--- src/rtl/serial_sub_pkg.sv ---
// Shared definitions for the bit-serial subtractor.
package serial_sub_pkg;

  typedef enum logic [1:0] {
    S_IDLE = 2'd0,
    S_RUN  = 2'd1,
    S_DONE = 2'd2
  } state_t;

endpackage

--- src/rtl/full_subtractor.sv ---
// One-bit full subtractor cell: D = A - B - Bin, with borrow out.
module full_subtractor (
  output logic D,
  output logic Bout,
  input  logic A,
  input  logic B,
  input  logic Bin
);

  always_comb begin
    D    = A ^ B ^ Bin;
    Bout = (~A & B) | (~(A ^ B) & Bin);
  end

endmodule

--- src/rtl/serial_subtractor.sv ---
// Bit-serial diff = a - b, LSB first, one bit per clock, valid/ready on both sides.
//
// state  | meaning
// IDLE   | in_ready high, waiting for operands
// RUN    | one bit per cycle through the cell, WIDTH cycles
// DONE   | out_valid high, result held until out_ready
module serial_subtractor
  import serial_sub_pkg::*;
#(
  parameter int WIDTH = 8
) (
  input  logic             clk,
  input  logic             rst_n,
  input  logic             in_valid,
  output logic             in_ready,
  input  logic [WIDTH-1:0] a,
  input  logic [WIDTH-1:0] b,
  output logic             out_valid,
  input  logic             out_ready,
  output logic [WIDTH-1:0] diff,
  output logic             bout,
  output logic             ovf
);

  localparam int CNT_W = $clog2(WIDTH);
  localparam logic [CNT_W-1:0] CNT_LAST = CNT_W'(WIDTH - 1);

  state_t           state;
  logic [WIDTH-1:0] sa;
  logic [WIDTH-1:0] sb;
  logic [CNT_W-1:0] cnt;
  logic             borrow;
  logic             a_msb;
  logic             b_msb;
  logic             cell_d;
  logic             cell_bo;

  full_subtractor u_cell (
    .D    (cell_d),
    .Bout (cell_bo),
    .A    (sa[0]),
    .B    (sb[0]),
    .Bin  (borrow)
  );

  always_ff @(posedge clk or negedge rst_n) begin
    if (!rst_n) begin
      state     <= S_IDLE;
      in_ready  <= 1'b1;
      out_valid <= 1'b0;
      diff      <= '0;
      bout      <= 1'b0;
      ovf       <= 1'b0;
      sa        <= '0;
      sb        <= '0;
      cnt       <= '0;
      borrow    <= 1'b0;
      a_msb     <= 1'b0;
      b_msb     <= 1'b0;
    end else begin
      case (state)
        S_IDLE: begin
          if (in_valid && in_ready) begin
            sa       <= a;
            sb       <= b;
            borrow   <= 1'b0;
            cnt      <= '0;
            a_msb    <= a[WIDTH-1];
            b_msb    <= b[WIDTH-1];
            in_ready <= 1'b0;
            state    <= S_RUN;
          end
        end
        S_RUN: begin
          sa     <= sa >> 1;
          sb     <= sb >> 1;
          diff   <= {cell_d, diff[WIDTH-1:1]};
          borrow <= cell_bo;
          cnt    <= cnt + 1'b1;
          // the last cell output is the result MSB, so overflow is decided here
          if (cnt == CNT_LAST) begin
            bout      <= cell_bo;
            ovf       <= (a_msb ^ b_msb) & (a_msb ^ cell_d);
            out_valid <= 1'b1;
            state     <= S_DONE;
          end
        end
        S_DONE: begin
          if (out_ready) begin
            out_valid <= 1'b0;
            in_ready  <= 1'b1;
            state     <= S_IDLE;
          end
        end
        default: begin
          out_valid <= 1'b0;
          in_ready  <= 1'b1;
          state     <= S_IDLE;
        end
      endcase
    end
  end

endmodule

--- config.mk ---
export PLATFORM = sky130hd
export DESIGN_NAME = serial_subtractor
export DESIGN_NICKNAME = d
export VERILOG_FILES = /design/src/rtl/serial_sub_pkg.sv /design/src/rtl/full_subtractor.sv /design/src/rtl/serial_subtractor.sv
export SDC_FILE = /design/constraint.sdc
export NUM_CORES = 1
export LEC_CHECK = 0
export CORE_ASPECT_RATIO = 1.5
export CORE_MARGIN = 2
export CORE_UTILIZATION = 50
export CTS_CLUSTER_DIAMETER = 150
export DETAILED_ROUTE_END_ITERATION = 8
export PLACE_DENSITY_LB_ADDON = 0.3
export SLEW_MARGIN = 10
export SYNTH_ARGS = -nofsm -noshare
export SYNTH_HDL_FRONTEND = slang
export SYNTH_SLANG_ARGS = --single-unit
--- constraint.sdc ---
create_clock -name clk -period 1.67 [get_ports clk]
set_input_delay 0.334 -clock clk [delete_from_list [all_inputs] [get_ports clk]]
set_output_delay 0.334 -clock clk [all_outputs]
set_load 0.02 [all_outputs]
Yosys cells after proc, flatten, opt, wreduce, memory -nomap -nowiden
Cells that the tools add are included.
{"block": "word_totals", "ff_bits": 36, "input_bits": 20, "word_cells": 57}
{"block": "op_classes", "n_addsub": 1, "eq_ne": 6, "muxes": 17, "n_bitwise": 12, "n_reduce_logical": 9}
{"op": "$pmux W8 S2", "count": 2}
{"op": "$mux W8", "count": 2}
{"op": "$reduce_and A3 Y1", "count": 3}
{"op": "$mux W2", "count": 3}
{"op": "$ne A2 B2 Y1 const B", "count": 3}
{"op": "$pmux W1 S3", "count": 2}
{"op": "$pmux W2 S3", "count": 1}
{"op": "$pmux W3 S2", "count": 1}
{"op": "$reduce_and A2 Y1", "count": 3}
{"op": "$mux W1", "count": 4}
{"op": "$not A1 Y1", "count": 4}
{"op": "$xor A1 B1 Y1", "count": 4}
{"op": "$add A3 B1 Y3 const B", "count": 1}
{"op": "$and A1 B1 Y1", "count": 3}
{"op": "$eq A3 B3 Y1 const B", "count": 1}
{"op": "$mux W3", "count": 1}
{"op": "$eq A2 B1 Y1 const B", "count": 1}
{"op": "$eq A2 B2 Y1 const B", "count": 1}
{"op": "$logic_not A2 Y1", "count": 1}
{"op": "$pmux W1 S2", "count": 1}
{"op": "$reduce_bool A2 Y1", "count": 1}
{"op": "$logic_and A1 B1 Y1", "count": 1}
{"op": "$or A1 B1 Y1", "count": 1}

Logic depth before layout (Yosys ltp)
{"block": "logic_depth", "ltp_word": 5, "mapped_depth": 5}

Cells and area by module
From an unflattened synthesis, not the netlist that was laid out.
{"block": "unflattened", "cells_unflattened": 152, "hier_area_um2": 1592.8}
{"mod": "serial_subtractor", "instances": 1, "cells_per_inst": 148, "area_per_inst_um2": 1561.5, "seq_area_each_um2": 902.1}
{"mod": "full_subtractor", "instances": 1, "cells_per_inst": 4, "area_per_inst_um2": 31.3, "seq_area_each_um2": 0.0}

Worst setup path after synthesis
No wires, ideal clock.
{"block": "synth_path", "path_kind": "reg-to-reg", "from": "register in_ready", "to": "register sa[0]", "setup_ps": 132, "arrival_time_ps": 1289, "required_time_ps": 1538, "slack_ps": 249, "path_stages_with_launch": 6, "n_path_buf": 2, "path_cell_list": "dfstp_2 -> and4bb_1 -> buf_6 -> buf_12 -> mux2i_1 -> o21ai_1"}
{"block": "synth_via", "elab_chain_len": 3}
{"element": "start, declared", "line_no": "serial_subtractor.sv:15", "rtl": "output logic in_ready,"}
{"element": "start signal, assigned", "line_no": "serial_subtractor.sv:49", "rtl": "in_ready <= 1'b1;"}
{"element": "start signal, assigned", "line_no": "serial_subtractor.sv:70", "rtl": "in_ready <= 1'b0;"}
{"element": "start signal, assigned", "line_no": "serial_subtractor.sv:91", "rtl": "in_ready <= 1'b1;"}
{"element": "$logic_and A1 B1 Y1", "line_no": "serial_subtractor.sv:63", "rtl": "if (in_valid && in_ready) begin"}
{"element": "$ne A2 B2 Y1 (no line)"}
{"element": "$reduce_and A2 Y1 (no line)"}
{"element": "end signal, assigned", "line_no": "serial_subtractor.sv:75", "rtl": "sa <= sa >> 1;"}
{"element": "end, declared", "line_no": "serial_subtractor.sv:29", "rtl": "logic [WIDTH-1:0] sa;"}
Every way passes these cells.
A chain may end at the register's enable or synchronous reset.

Worst setup path in the final report
{"block": "layout_path", "from": "register diff[7]", "to": "output port diff[7]"}
{"element": "start, declared", "line_no": "serial_subtractor.sv:20", "rtl": "output logic [WIDTH-1:0] diff,"}
{"element": "start signal, assigned", "line_no": "serial_subtractor.sv:77", "rtl": "diff <= {cell_d, diff[WIDTH-1:1]};"}
No word-level cell between the ends.

==> impl_metrics.env <==
export IMPL_crit_start="diff[7]$_DFFE_PN0N_"
export IMPL_status="completed"
export IMPL_cts_resized=1
export IMPL_root_buffer="clkbuf_8"
export IMPL_postRouteAntennaNets=0
export IMPL_yosys_warnings=0
export IMPL_period_share_pct=96.8
export IMPL_antenna_found_initial=0
export IMPL_num_rows=25
export IMPL_place_ws_ps=-66.1
export IMPL_stdcell_area_sq_um=2070
export IMPL_finalMaxSlewViolations=0
export IMPL_drive_above_1_share_pct=10.1
export IMPL_fin_crit_ps=1620
export IMPL_h_tree_depth=2
export IMPL_fp_coreArea_sq_um=3100
export IMPL_max_stage_delay_ps=620
export IMPL_grt_use_total_pct=18.3
export IMPL_clock_latency_ps=290
export IMPL_critical_path_endpoint_type="output port"
export IMPL_hp_class="in2async"
export IMPL_p_total_mw=3.16
export IMPL_ys_seq_area_share_pct=56.6
export IMPL_post_cts_setup_buffers=0
export IMPL_grt_pass1_wl_mm=4.96
export IMPL_r2r_start="sb[0]$_DFFE_PN0P_"
export IMPL_cts_tree="built"
export IMPL_startpoint_type="register"
export IMPL_setup_viol=0
export IMPL_ir_drop_v=0.00117
export IMPL_io_pins=32
export IMPL_clk_pin_slew_ps=70
export IMPL_avgSynthCellArea_sq_um=10.6
export IMPL_die_height_um=73.2
export IMPL_cp_cell_sequence="clkdlybuf4s50_1"
export IMPL_area_delta_synth_final_pct=30.0
export IMPL_drt_total_wl_mm=2.93
export IMPL_route_detailed_drc=0
export IMPL_placed_area_sq_um=1970
export IMPL_grt_max_degree=37
export IMPL_grt_ovfl_total=0
export IMPL_p_per_area_nw_per_um2=1520
export IMPL_die_w_um=50.1
export IMPL_first_pass_iters=3
export IMPL_gp_congestion=0.745
export IMPL_cp_arrival_ps=1280
export IMPL_cp_max_fo=3
export IMPL_crit_required_ps=1340
export IMPL_numClockSinks=36
export IMPL_cts_buffers=5
export IMPL_die_area_sq_um=3660
export IMPL_viasPerCell=4.96
export IMPL_mappedNetlistNets=173
export IMPL_initial_core_util_pct=51.5
export IMPL_num_antenna_cells=0
export IMPL_critPathTopFamily="buffers and inverters"
export IMPL_cts_path_max_buffers=2
export IMPL_avgRoutedWirePerCell_um=12.9
export IMPL_skew_ps=5.87
export IMPL_dp_hpwl_mm=2.11
export IMPL_slew_headroom_pct=73.6
export IMPL_io_buffers=31
export IMPL_fin_nets=210
export IMPL_grt_setup_unrepaired="no"
export IMPL_setup_slack_ps=53.9
export IMPL_ys_seq_elements=36
export IMPL_maxCapViolCount=0
export IMPL_grt_pass1_vias=1114
export IMPL_tightest_slew_ps=395
export IMPL_syn_area_sq_um=1590
export IMPL_fmax_mhz=619
export IMPL_p_leak_nw=0.930
export IMPL_holdBufCountCts=0
export IMPL_critPathKind="reg2out"
export IMPL_hold_viol=0
export IMPL_fillCellCount=261
export IMPL_setup_tns_ps=0
export IMPL_synth_cells=150
export IMPL_crit_slowest_cell="clkdlybuf4s50_1"
export IMPL_drt_iter0_drc=15
export IMPL_synthDistinctLibCells=29
export IMPL_num_vias=1130
export IMPL_critical_path_buf_inv_count=1
==> cell usage in the layout, fill, tap and decap left out, types with 2 or more instances in the layout <==
cell | Yosys | layout
mux2_2 | 3 | 3
nand2_1 | 47 | 47
mux2i_1 | 13 | 13
dfrtp_1 | 35 | 35
ha_1 | 2 | 2
a21oi_1 | 3 | 3
inv_1 | 3 | 3
clkdlybuf4s50_1 | 0 | 30
buf_4 | 1 | 5
clkbuf_8 | 0 | 5
o21ai_0 | 6 | 6
buf_12 | 1 | 2
nor2_1 | 3 | 3
a22o_1 | 2 | 2
o21ai_1 | 12 | 12
==> metrics by stage <==
| stage | hold WS [ps] | cells | utilization [%] |
|---|---|---|---|
| 2_1_floorplan | 38.4 | 150 | - |
| 3_3_place_gp | 458 | 220 | 63.5 |
| 3_5_place_dp | 461 | 220 | 63.5 |
| 4_1_cts | 419 | 228 | 66.9 |
| 5_1_grt | 419 | 228 | 66.9 |
| 6_report | 406 | 228 | 66.9 |
==> metal layers <==
metal / share of wire, % / GRT usage, %
met4: 1.9 / 9.26
met3: 4.8 / 6.35
met1: 42 / 20.9
met5: 0 / 0
met2: 52 / 30.3
==> area by class of cell <==
cell class / count / area, sq um / share of cell area [%]
clock buffer: 6 / 72.6 / 3.50
inverter: 3 / 11.3 / 0.543
multi-input combinational: 103 / 614 / 29.6
tap: 40 / 50.0 / 2.42
clock inverter: 2 / 35.0 / 1.69
sequential: 36 / 902 / 43.5
timing repair buffer: 38 / 387 / 18.7
==> registers in the layout, indices dropped and copies added (netlist names) <==
name,count
borrow,1
sb,8
diff,8
in_ready,1
bout,1
out_valid,1
b_msb,1
ovf,1
sa,8
cnt,3
state,2
a_msb,1
==> power breakdown <==
part	switching [mW]	total (mW)	internal (mW)
logic	0.516	1.02	0.508
clock network	0.309	0.752	0.443
registers	0.196	1.38	1.19
total	1.02	3.16	2.14
==> kinds of logic (layout without fill, tap and decap cells) <==
kind of cell             Yosys count  after routing  share of synthesized area, %
flip-flops                        36             36                          56.6
multiplexers                      16             16                          10.3
AO/OA/AOI/OAI                     28             28                          10.6
buffers and inverters             11             49                          4.87
adder cells (fa/ha/maj)            3              3                          2.83
AND/OR/NAND/NOR                   56             56                          14.8
==> final timing paths <==
path	end	slack, ps	cells after the start
max	diff[7]	50	1
min	sa[6]$_DFFE_PN0P_	410	2
max reg2reg	ovf$_DFFE_PN0P_	210	5
min reg2reg	diff[0]$_DFFE_PN0N_	480	2
max in group asynchronous	in_ready$_DFFE_PN1P_	1010	2
min in group clk	diff[0]$_DFFE_PN0N_	480	2
==> cells in the mapped netlist, drive strengths merged <==
cell	count	area, sq um
a21oi	3	15.0
a22o	2	17.5
and2b	1	7.51
and4bb	1	12.5
buf	5	55.1
clkbuf	3	11.3
dfrtp	35	876
dfstp	1	26.3
fa	1	20.0
ha	2	25.0
inv	3	11.3
mux2	3	33.8
mux2i	13	130
nand2	47	176
nand3b	1	7.51
nor2	3	11.3
nor2b	1	6.26
nor3b	1	7.51
o21ai	18	90.1
o21bai	1	7.51
o22a	1	8.76
o22ai	1	6.26
o311ai	1	16.3
o31ai	1	7.51
or2b	1	7.51
Power figures use the tool's default switching activity.
